`config.mk`:
```
export PLATFORM = sky130hd
export DESIGN_NAME = draw_sequencer_flat
export DESIGN_NICKNAME = d
export VERILOG_FILES = /design/src/rtl/draw_sequencer_if.sv /design/src/rtl/draw_sequencer.sv /design/src/flat_wrapper.sv
export SDC_FILE = /design/constraint.sdc
export NUM_CORES = 1
export LEC_CHECK = 0
export ABC_CLOCK_PERIOD_IN_PS = 2400
export CORE_UTILIZATION = 45
export DETAILED_ROUTE_END_ITERATION = 6
export DONT_BUFFER_PORTS = 1
export HOLD_SLACK_MARGIN = 0.1
export PLACE_DENSITY_LB_ADDON = 0.05
export SLEW_MARGIN = 20
export SYNTH_ARGS = -nofsm -noshare
export SYNTH_HDL_FRONTEND = slang
export SYNTH_SLANG_ARGS = --single-unit
```
`constraint.sdc`:
```
create_clock -name clk -period 2.4 [get_ports clk]
set_input_delay 0.72 -clock clk [delete_from_list [all_inputs] [get_ports clk]]
set_output_delay 0.72 -clock clk [all_outputs]
set_load 0.1 [all_outputs]
```
`src/rtl/draw_sequencer_if.sv`:
```
// draw_sequencer_if: host config, engine handshakes/pixel streams and vga port of the scene sequencer
interface draw_sequencer_if;
  logic       start, done, error;
  logic [2:0] colour;
  logic [7:0] centre_x, diameter;
  logic [6:0] centre_y;
  logic       fill_start, fill_done, fill_plot;
  logic [7:0] fill_x;
  logic [6:0] fill_y;
  logic [2:0] fill_colour;
  logic       shp_start, shp_done, shp_plot;
  logic [7:0] shp_x, shp_centre_x, shp_diameter;
  logic [6:0] shp_y, shp_centre_y;
  logic [2:0] shp_colour, shp_cfg_colour;
  logic       vga_plot;
  logic [7:0] vga_x;
  logic [6:0] vga_y;
  logic [2:0] vga_colour;
`ifdef DRAW_SEQ_PIXCOUNT_EN
  logic [15:0] pixel_count;
`endif
  modport master (
`ifdef DRAW_SEQ_PIXCOUNT_EN
    input pixel_count,
`endif
    output start, colour, centre_x, centre_y, diameter,
    output fill_done, fill_x, fill_y, fill_colour, fill_plot,
    output shp_done, shp_x, shp_y, shp_colour, shp_plot,
    input done, error, fill_start, shp_start,
    input shp_cfg_colour, shp_centre_x, shp_centre_y, shp_diameter,
    input vga_x, vga_y, vga_colour, vga_plot
  );
  modport slave (
`ifdef DRAW_SEQ_PIXCOUNT_EN
    output pixel_count,
`endif
    input start, colour, centre_x, centre_y, diameter,
    input fill_done, fill_x, fill_y, fill_colour, fill_plot,
    input shp_done, shp_x, shp_y, shp_colour, shp_plot,
    output done, error, fill_start, shp_start,
    output shp_cfg_colour, shp_centre_x, shp_centre_y, shp_diameter,
    output vga_x, vga_y, vga_colour, vga_plot
  );
endinterface

```
`src/rtl/draw_sequencer.sv`:
```
// draw_sequencer: runs fill then shape engine, muxes and clips their pixels onto the vga port.
// Optional pixel_count output enabled by DRAW_SEQ_PIXCOUNT_EN.
module draw_sequencer #(
  parameter int SCREEN_W = 160,
  parameter int SCREEN_H = 120,
  parameter int TIMEOUT  = 100000
) (
  input logic clk,
  input logic rst_n,
  draw_sequencer_if.slave bus
);
  typedef enum logic [2:0] {IDLE, FILL, FILL_REL, SHAPE, SHAPE_REL, DONE} state_t;
  localparam int WW = $clog2(TIMEOUT + 1);
  state_t state;
  logic [WW-1:0] wd;
  logic wd_exp, in_fill, in_shp, src_plot;
  logic [7:0] src_x;
  logic [6:0] src_y;
  logic [2:0] src_colour;
  assign wd_exp = wd == WW'(TIMEOUT - 1);
  assign in_fill = state == FILL;
  assign in_shp = state == SHAPE;
  assign src_x = in_shp ? bus.shp_x : bus.fill_x;
  assign src_y = in_shp ? bus.shp_y : bus.fill_y;
  assign src_colour = in_shp ? bus.shp_colour : bus.fill_colour;
  assign src_plot = in_shp ? bus.shp_plot : in_fill && bus.fill_plot;
  always_ff @(posedge clk or negedge rst_n) begin
    if (!rst_n) begin
      state <= IDLE;
      bus.done <= 1'b0;
      bus.error <= 1'b0;
      bus.fill_start <= 1'b0;
      bus.shp_start <= 1'b0;
      bus.shp_cfg_colour <= '0;
      bus.shp_centre_x <= '0;
      bus.shp_centre_y <= '0;
      bus.shp_diameter <= '0;
      wd <= '0;
    end else begin
      case (state)
        IDLE: if (bus.start) begin
          state <= FILL;
          bus.fill_start <= 1'b1;
          bus.error <= 1'b0;
          wd <= '0;
          bus.shp_cfg_colour <= bus.colour;
          bus.shp_centre_x <= bus.centre_x;
          bus.shp_centre_y <= bus.centre_y;
          bus.shp_diameter <= bus.diameter;
        end
        FILL, SHAPE: if (in_fill ? bus.fill_done : bus.shp_done) begin
          state <= in_fill ? FILL_REL : SHAPE_REL;
          bus.fill_start <= 1'b0;
          bus.shp_start <= 1'b0;
        end else if (wd_exp) begin
          state <= DONE;
          bus.fill_start <= 1'b0;
          bus.shp_start <= 1'b0;
          bus.error <= 1'b1;
          bus.done <= 1'b1;
        end else begin
          wd <= wd + 1'b1;
        end
        FILL_REL: begin
          state <= SHAPE;
          bus.shp_start <= 1'b1;
          wd <= '0;
        end
        SHAPE_REL: begin
          state <= DONE;
          bus.done <= 1'b1;
        end
        DONE: if (!bus.start) begin
          state <= IDLE;
          bus.done <= 1'b0;
        end
        default: state <= IDLE;
      endcase
    end
  end
  // Coordinates follow the source every cycle; only plot is gated by state and clipping.
  always_ff @(posedge clk or negedge rst_n) begin
    if (!rst_n) begin
      bus.vga_plot <= 1'b0;
      bus.vga_x <= '0;
      bus.vga_y <= '0;
      bus.vga_colour <= '0;
    end else begin
      bus.vga_plot <= src_plot && 32'(src_x) < SCREEN_W && 32'(src_y) < SCREEN_H;
      bus.vga_x <= src_x;
      bus.vga_y <= src_y;
      bus.vga_colour <= src_colour;
    end
  end
`ifdef DRAW_SEQ_PIXCOUNT_EN
  always_ff @(posedge clk or negedge rst_n) begin
    if (!rst_n) bus.pixel_count <= '0;
    else if (state == IDLE && bus.start) bus.pixel_count <= '0;
    else if (bus.vga_plot && bus.pixel_count != 16'hFFFF) bus.pixel_count <= bus.pixel_count + 1'b1;
  end
`endif
endmodule

```
`src/flat_wrapper.sv`:
```
// flat-port wrapper written by rule: the top's interface ports become plain ports
module draw_sequencer_flat 
#(
  parameter int SCREEN_W = 160,
  parameter int SCREEN_H = 120,
  parameter int TIMEOUT  = 100000
)
  (clk, rst_n, bus_start, bus_colour, bus_centre_x, bus_centre_y, bus_diameter, bus_fill_done, bus_fill_x, bus_fill_y, bus_fill_colour, bus_fill_plot, bus_shp_done, bus_shp_x, bus_shp_y, bus_shp_colour, bus_shp_plot, bus_done, bus_error, bus_fill_start, bus_shp_start, bus_shp_cfg_colour, bus_shp_centre_x, bus_shp_centre_y, bus_shp_diameter, bus_vga_x, bus_vga_y, bus_vga_colour, bus_vga_plot);
  draw_sequencer_if bus_i ();
  input logic clk;
  input logic rst_n;
  input wire logic [$bits(bus_i.start)-1:0] bus_start;
  input wire logic [$bits(bus_i.colour)-1:0] bus_colour;
  input wire logic [$bits(bus_i.centre_x)-1:0] bus_centre_x;
  input wire logic [$bits(bus_i.centre_y)-1:0] bus_centre_y;
  input wire logic [$bits(bus_i.diameter)-1:0] bus_diameter;
  input wire logic [$bits(bus_i.fill_done)-1:0] bus_fill_done;
  input wire logic [$bits(bus_i.fill_x)-1:0] bus_fill_x;
  input wire logic [$bits(bus_i.fill_y)-1:0] bus_fill_y;
  input wire logic [$bits(bus_i.fill_colour)-1:0] bus_fill_colour;
  input wire logic [$bits(bus_i.fill_plot)-1:0] bus_fill_plot;
  input wire logic [$bits(bus_i.shp_done)-1:0] bus_shp_done;
  input wire logic [$bits(bus_i.shp_x)-1:0] bus_shp_x;
  input wire logic [$bits(bus_i.shp_y)-1:0] bus_shp_y;
  input wire logic [$bits(bus_i.shp_colour)-1:0] bus_shp_colour;
  input wire logic [$bits(bus_i.shp_plot)-1:0] bus_shp_plot;
  output wire logic [$bits(bus_i.done)-1:0] bus_done;
  output wire logic [$bits(bus_i.error)-1:0] bus_error;
  output wire logic [$bits(bus_i.fill_start)-1:0] bus_fill_start;
  output wire logic [$bits(bus_i.shp_start)-1:0] bus_shp_start;
  output wire logic [$bits(bus_i.shp_cfg_colour)-1:0] bus_shp_cfg_colour;
  output wire logic [$bits(bus_i.shp_centre_x)-1:0] bus_shp_centre_x;
  output wire logic [$bits(bus_i.shp_centre_y)-1:0] bus_shp_centre_y;
  output wire logic [$bits(bus_i.shp_diameter)-1:0] bus_shp_diameter;
  output wire logic [$bits(bus_i.vga_x)-1:0] bus_vga_x;
  output wire logic [$bits(bus_i.vga_y)-1:0] bus_vga_y;
  output wire logic [$bits(bus_i.vga_colour)-1:0] bus_vga_colour;
  output wire logic [$bits(bus_i.vga_plot)-1:0] bus_vga_plot;
  assign bus_i.start = bus_start;
  assign bus_i.colour = bus_colour;
  assign bus_i.centre_x = bus_centre_x;
  assign bus_i.centre_y = bus_centre_y;
  assign bus_i.diameter = bus_diameter;
  assign bus_i.fill_done = bus_fill_done;
  assign bus_i.fill_x = bus_fill_x;
  assign bus_i.fill_y = bus_fill_y;
  assign bus_i.fill_colour = bus_fill_colour;
  assign bus_i.fill_plot = bus_fill_plot;
  assign bus_i.shp_done = bus_shp_done;
  assign bus_i.shp_x = bus_shp_x;
  assign bus_i.shp_y = bus_shp_y;
  assign bus_i.shp_colour = bus_shp_colour;
  assign bus_i.shp_plot = bus_shp_plot;
  assign bus_done = bus_i.done;
  assign bus_error = bus_i.error;
  assign bus_fill_start = bus_i.fill_start;
  assign bus_shp_start = bus_i.shp_start;
  assign bus_shp_cfg_colour = bus_i.shp_cfg_colour;
  assign bus_shp_centre_x = bus_i.shp_centre_x;
  assign bus_shp_centre_y = bus_i.shp_centre_y;
  assign bus_shp_diameter = bus_i.shp_diameter;
  assign bus_vga_x = bus_i.vga_x;
  assign bus_vga_y = bus_i.vga_y;
  assign bus_vga_colour = bus_i.vga_colour;
  assign bus_vga_plot = bus_i.vga_plot;
  draw_sequencer #(.SCREEN_W(SCREEN_W), .SCREEN_H(SCREEN_H), .TIMEOUT(TIMEOUT)) u_core (.clk(clk), .rst_n(rst_n), .bus(bus_i));
endmodule
```
**Yosys cells after proc, flatten, opt, wreduce, memory -nomap -nowiden**

Cells that the tools add are included.

- Output and inout port bits: 49
- Register bits after elaboration: 69
- Logic and storage cells: 71
- Input bits: 69

- Add/sub/neg operators: 1
- Muxes and demuxes: 26
- Reduce and logical (&&, ||, !) cells: 16
- Eq/ne operators: 12
- $lt $le $gt $ge: 2

Operators with widths:

| cell | count |
|---|---|
| $mux W17 | 3 |
| $pmux W17 S3 | 1 |
| $mux W3 | 6 |
| $add A17 B1 Y17 const B | 1 |
| $eq A17 B17 Y1 const B | 1 |
| $pmux W3 S5 | 1 |
| $reduce_and A4 Y1 | 3 |
| $mux W1 | 9 |
| $lt A8 B8 Y1 const B | 1 |
| $mux W8 | 1 |
| $ne A2 B2 Y1 const B | 4 |
| $lt A7 B7 Y1 const B | 1 |
| $mux W7 | 1 |
| $eq A3 B2 Y1 const B | 2 |
| $eq A3 B3 Y1 const B | 2 |
| $pmux W1 S2 | 3 |
| $reduce_and A3 Y1 | 2 |
| $reduce_bool A3 Y1 | 2 |
| $reduce_and A2 Y1 | 2 |
| $reduce_bool A2 Y1 | 2 |
| $eq A3 B1 Y1 const B | 1 |
| $logic_and A1 B1 Y1 | 3 |
| $logic_not A3 Y1 | 1 |
| $ne A3 B1 Y1 const B | 1 |
| other kinds (3) | 3 |

**Longest topological paths before layout**

- Word-level depth: 5
- Gate-level depth with buffers: 7

**Least setup slack after synthesis**

No wires, ideal clock.

- Kind: flip-flop to flip-flop
- Start point: register u_core.wd[0]
- End point: register u_core.wd[14]
- Arrival time: 1.721 ns
- Slack: 0.553 ns
- Library setup time: 0.126 ns
- Required time: 2.274 ns
- Stages on the path, launching flop included: 6
- Cell sequence: dfrtp_1 > ha_1 > nand4_4 > or4_1 > and4_1 > a221o_1

- Longest elaborated chain between the ends: 4
- Elaborated cells on any way between the ends: 7

RTL lines:

| item | RTL line | text |
|---|---|---|
| start: declaration | draw_sequencer.sv:15 | `logic [WW-1:0] wd;` |
| start signal: assignment | draw_sequencer.sv:62 | `wd <= wd + 1'b1;` |
| $add A17 B1 Y17 | draw_sequencer.sv:62 |  |
| $mux W17 | draw_sequencer.sv:55 | `end else if (wd_exp) begin` |
| $mux W17 | draw_sequencer.sv:51 | `FILL, SHAPE: if (in_fill ? bus.fill_done : bus.shp_done) begin` |
| $pmux W17 S3 | draw_sequencer.sv:40 | `case (state)` |

Several ways; a longest one is shown, not always the timed one. The select of a mux whose other input is x is not followed.
A chain may end at the register's enable or synchronous reset.

**Final worst setup path**

- Start point: register u_core.bus.shp_centre_x[3]
- End point: output bus_shp_centre_x[3]

RTL lines:

| item | RTL line | text |
|---|---|---|
| start: declaration | draw_sequencer_if.sv:41 | `output shp_cfg_colour, shp_centre_x, shp_centre_y, shp_diameter,` |
| start signal: assignment | draw_sequencer.sv:47 | `bus.shp_centre_x <= bus.centre_x;` |
| end: declaration | flat_wrapper.sv:32 | `output wire logic [$bits(bus_i.shp_centre_x)-1:0] bus_shp_centre_x;` |

No word-level cell between the ends.

==> flow_summary_export.csv <==
group,metric,value,unit
cts,insertion_delay,0.34,ns
place,io_buffers,0,
cts,clk_path_buf_depth,2,
floorplan,die_w,87.1,um
sta,final.min_clock_period,2.01,ns
floorplan,core_area,6910,um2
logic_synthesis,ys_ff_latch,69,
logic_synthesis,synth-edff-count,0,
setup_path,cp.arrival,1.29,ns
cts,post_cts_buffers,0,
detailed_routing,drt_iter0_markers,152,
sta,setup_viol,0,
detailed_routing,drt_pass1_iterations,4,
cts,cts_tree,"built",
logic_synthesis,synth_area,3260,um2
global_route,grt_use_total,18.1,%
sta,rsz0062_at_grt,"false",
logic_synthesis,synth_cells,261,
sta,tightest_slew,0.913,ns
logic_synthesis,seq_area_frac_synth,53.0,%
hold_path,worst_hold_path_type,"in -> async",
floorplan,rows,30,
logic_synthesis,avgSynthCellArea,12.5,um2
finish,nets,362,
floorplan,ios,118,
sta,fmax,0.498,GHz
detailed_routing,ant_nets,0,
cts,ctsResizeCount,0,
logic_synthesis,yosys_warnings,0,
setup_path,path_class,"reg -> out",
sta,maxSlewViolCount,0,
global_route,antenna_found_initial,0,
detailed_routing,drc_errors,0,
sta,fin_setup_tns,0,ns
detailed_routing,drt-total-wl,6.49,mm
detailed_routing,viasPerCell,5.72,
logic_synthesis,synth_cell_types,51,
global_route,grt_pass1_wl,10.4,mm
global_route,grt-ovfl-total,0,
finish,layout-drive-gt1-share,38.0,%
cts,h-tree-depth,3,
floorplan,die-height,87.1,um
cts,cts_sinks,69,
finish,n_antenna_cell,0,
floorplan,fp.dieArea,7590,um2
sta,hold_viol,0,
place,dp_hpwl,4.56,mm
logic_synthesis,async_flop_share,100,%
floorplan,start_util,47.2,%
cts,cts-root-buf,"clkbuf_8",
sta,period_share,83.7,%
logic_synthesis,ys.flop_type,"dfrtp_1",
global_route,grt_pass1_vias,2217,
cts,clk_pin_slew_worst_paths,0.08,ns
setup_path,crit_fanout,2,
global_route,grt_start_max_net_pins,70,
setup_path,endpoint_kind,"output pin",
setup_path,required,1.68,ns
flow_run,maxCapViolCount,0,
setup_path,crit_path_start_kind,"register",
finish,area_delta_synth_final,15.0,%
sta,fin_skew,0.00596,ns
detailed_routing,wl_per_cell,16.5,um
cts,numCtsBuffers,9,
place,gp_congestion,0.798,
detailed_routing,num_vias,2247,
status,status,"finished, final reports clean",
logic_synthesis,syn-num-nets,331,
sta,slew_headroom,39.2,%
[state kept, by name (all words and copies together), names as in the netlist]
register                   count
u_core.bus.shp_start           1
u_core.bus.vga_plot            1
u_core.bus.vga_colour          3
u_core.wd                     17
u_core.bus.shp_diameter        8
u_core.bus.vga_x               8
u_core.bus.error               1
u_core.state                   3
u_core.bus.done                1
u_core.bus.fill_start          1
u_core.bus.shp_centre_x        8
u_core.bus.vga_y               7
u_core.bus.shp_cfg_colour      3
u_core.bus.shp_centre_y        7
[cells by family after synthesis]
logic type / count (synthesis) / share of synthesized area [%]
AO/OA/AOI/OAI: 43 / 10.1
adder cells (fa/ha/maj): 1 / 0.384
buffers and inverters: 22 / 4.53
flip-flops: 69 / 53.0
multiplexers: 46 / 15.9
AND/OR/NAND/NOR: 80 / 16.2
[worst paths after layout]
kind | from | to | cells past startpoint | slack [ns]
min | rst_n | u_core.wd[16] | 1 | 0.25
max in group asynchronous | rst_n | u_core.wd[4] | 1 | 1.87
min in group clk | u_core.bus.fill_start | u_core.bus.fill_start | 1 | 0.49
max reg2reg | u_core.wd[1] | u_core.wd[16] | 5 | 0.44
min reg2reg | u_core.bus.fill_start | u_core.bus.fill_start | 1 | 0.49
max | u_core.bus.shp_centre_x[3] | bus_shp_centre_x[3] | 0 | 0.39
[layout make-up]
cell class                      count  area [um2]
Fill cell                         629        3160
Sequential cell                    69        1730
Multi-Input combinational cell    170        1390
Timing Repair Buffer               38         305
Clock buffer                        9         124
Tap cell                           96         120
Clock inverter                      7        73.8
Inverter                            4        15.0
[cell usage in the layout, fill, tap and decap left out, types with 3 or more instances in the layout]
cell type / n
dfrtp_1: 69
mux2_2: 45
buf_4: 37
nand2_1: 11
a221o_1: 11
o21ai_0: 10
clkbuf_8: 9
nor4_1: 8
nor3_1: 8
nand4_1: 7
nand3_1: 7
nor2_1: 7
and2_1: 4
inv_1: 4
or4_1: 4
a31oi_1: 4
nand2b_1: 3
and4_1: 3
[metal layers]
layer | wire [um] | vias to the layer above | global-route usage [%]
met5 | 0 | - | 0
met2 | 3150 | 95 | 28.8
met4 | 76 | 0 | 6.56
met1 | 2760 | 1094 | 22.7
li1 | - | 1052 | -
met3 | 508 | 6 | 6.92
[Yosys cell counts, types with 2 or more instances]
library cell   n  area, um2
nand2_1       11       41.3
and4_1         3       26.3
nor4_1         8       50.1
nor3_1         8       40.0
dfrtp_1       69       1730
nand4_1        7       43.8
a21oi_1        2       10.0
a21o_1         2       15.0
o41ai_1        2       17.5
or4_1          4       30.0
inv_1          4       15.0
o31ai_1        2       15.0
buf_6          5       56.3
a31oi_1        4       25.0
mux2_2        45        507
or2_2          2       12.5
and4bb_2       2       25.0
a22o_1         2       17.5
nand4_4        2       42.5
o21ai_0       10       50.1
a221o_1       11        110
nand2b_1       3       18.8
nor2_1         7       26.3
nand3_1        7       35.0
and2_1         4       25.0
clkbuf_1       2       7.51
buf_4          2       15.0
buf_2          8       40.0
[what timing repair did]
item                                   4_1_cts  5_1_grt
endpoints found under the hold margin       69        0
setup endpoints to repair                    0        0
hold buffers                                 1        0
[per-stage QoR]
step	utilization [%]	area [um2]	setup slack, ns	hold WS (ns)	instances
floorplan	-	3260	0.553	0.424	261
global placement	51.0	3520	0.478	0.427	376
detailed placement	51.0	3520	0.450	0.427	376
CTS	54.3	3750	0.370	0.261	393
global route	54.3	3750	0.346	0.261	393
finish	54.3	3750	0.392	0.255	393
Power is left out: the tool's default activity adds up to more than one toggle a clock period on the data nets, which glitch-free logic cannot reach.
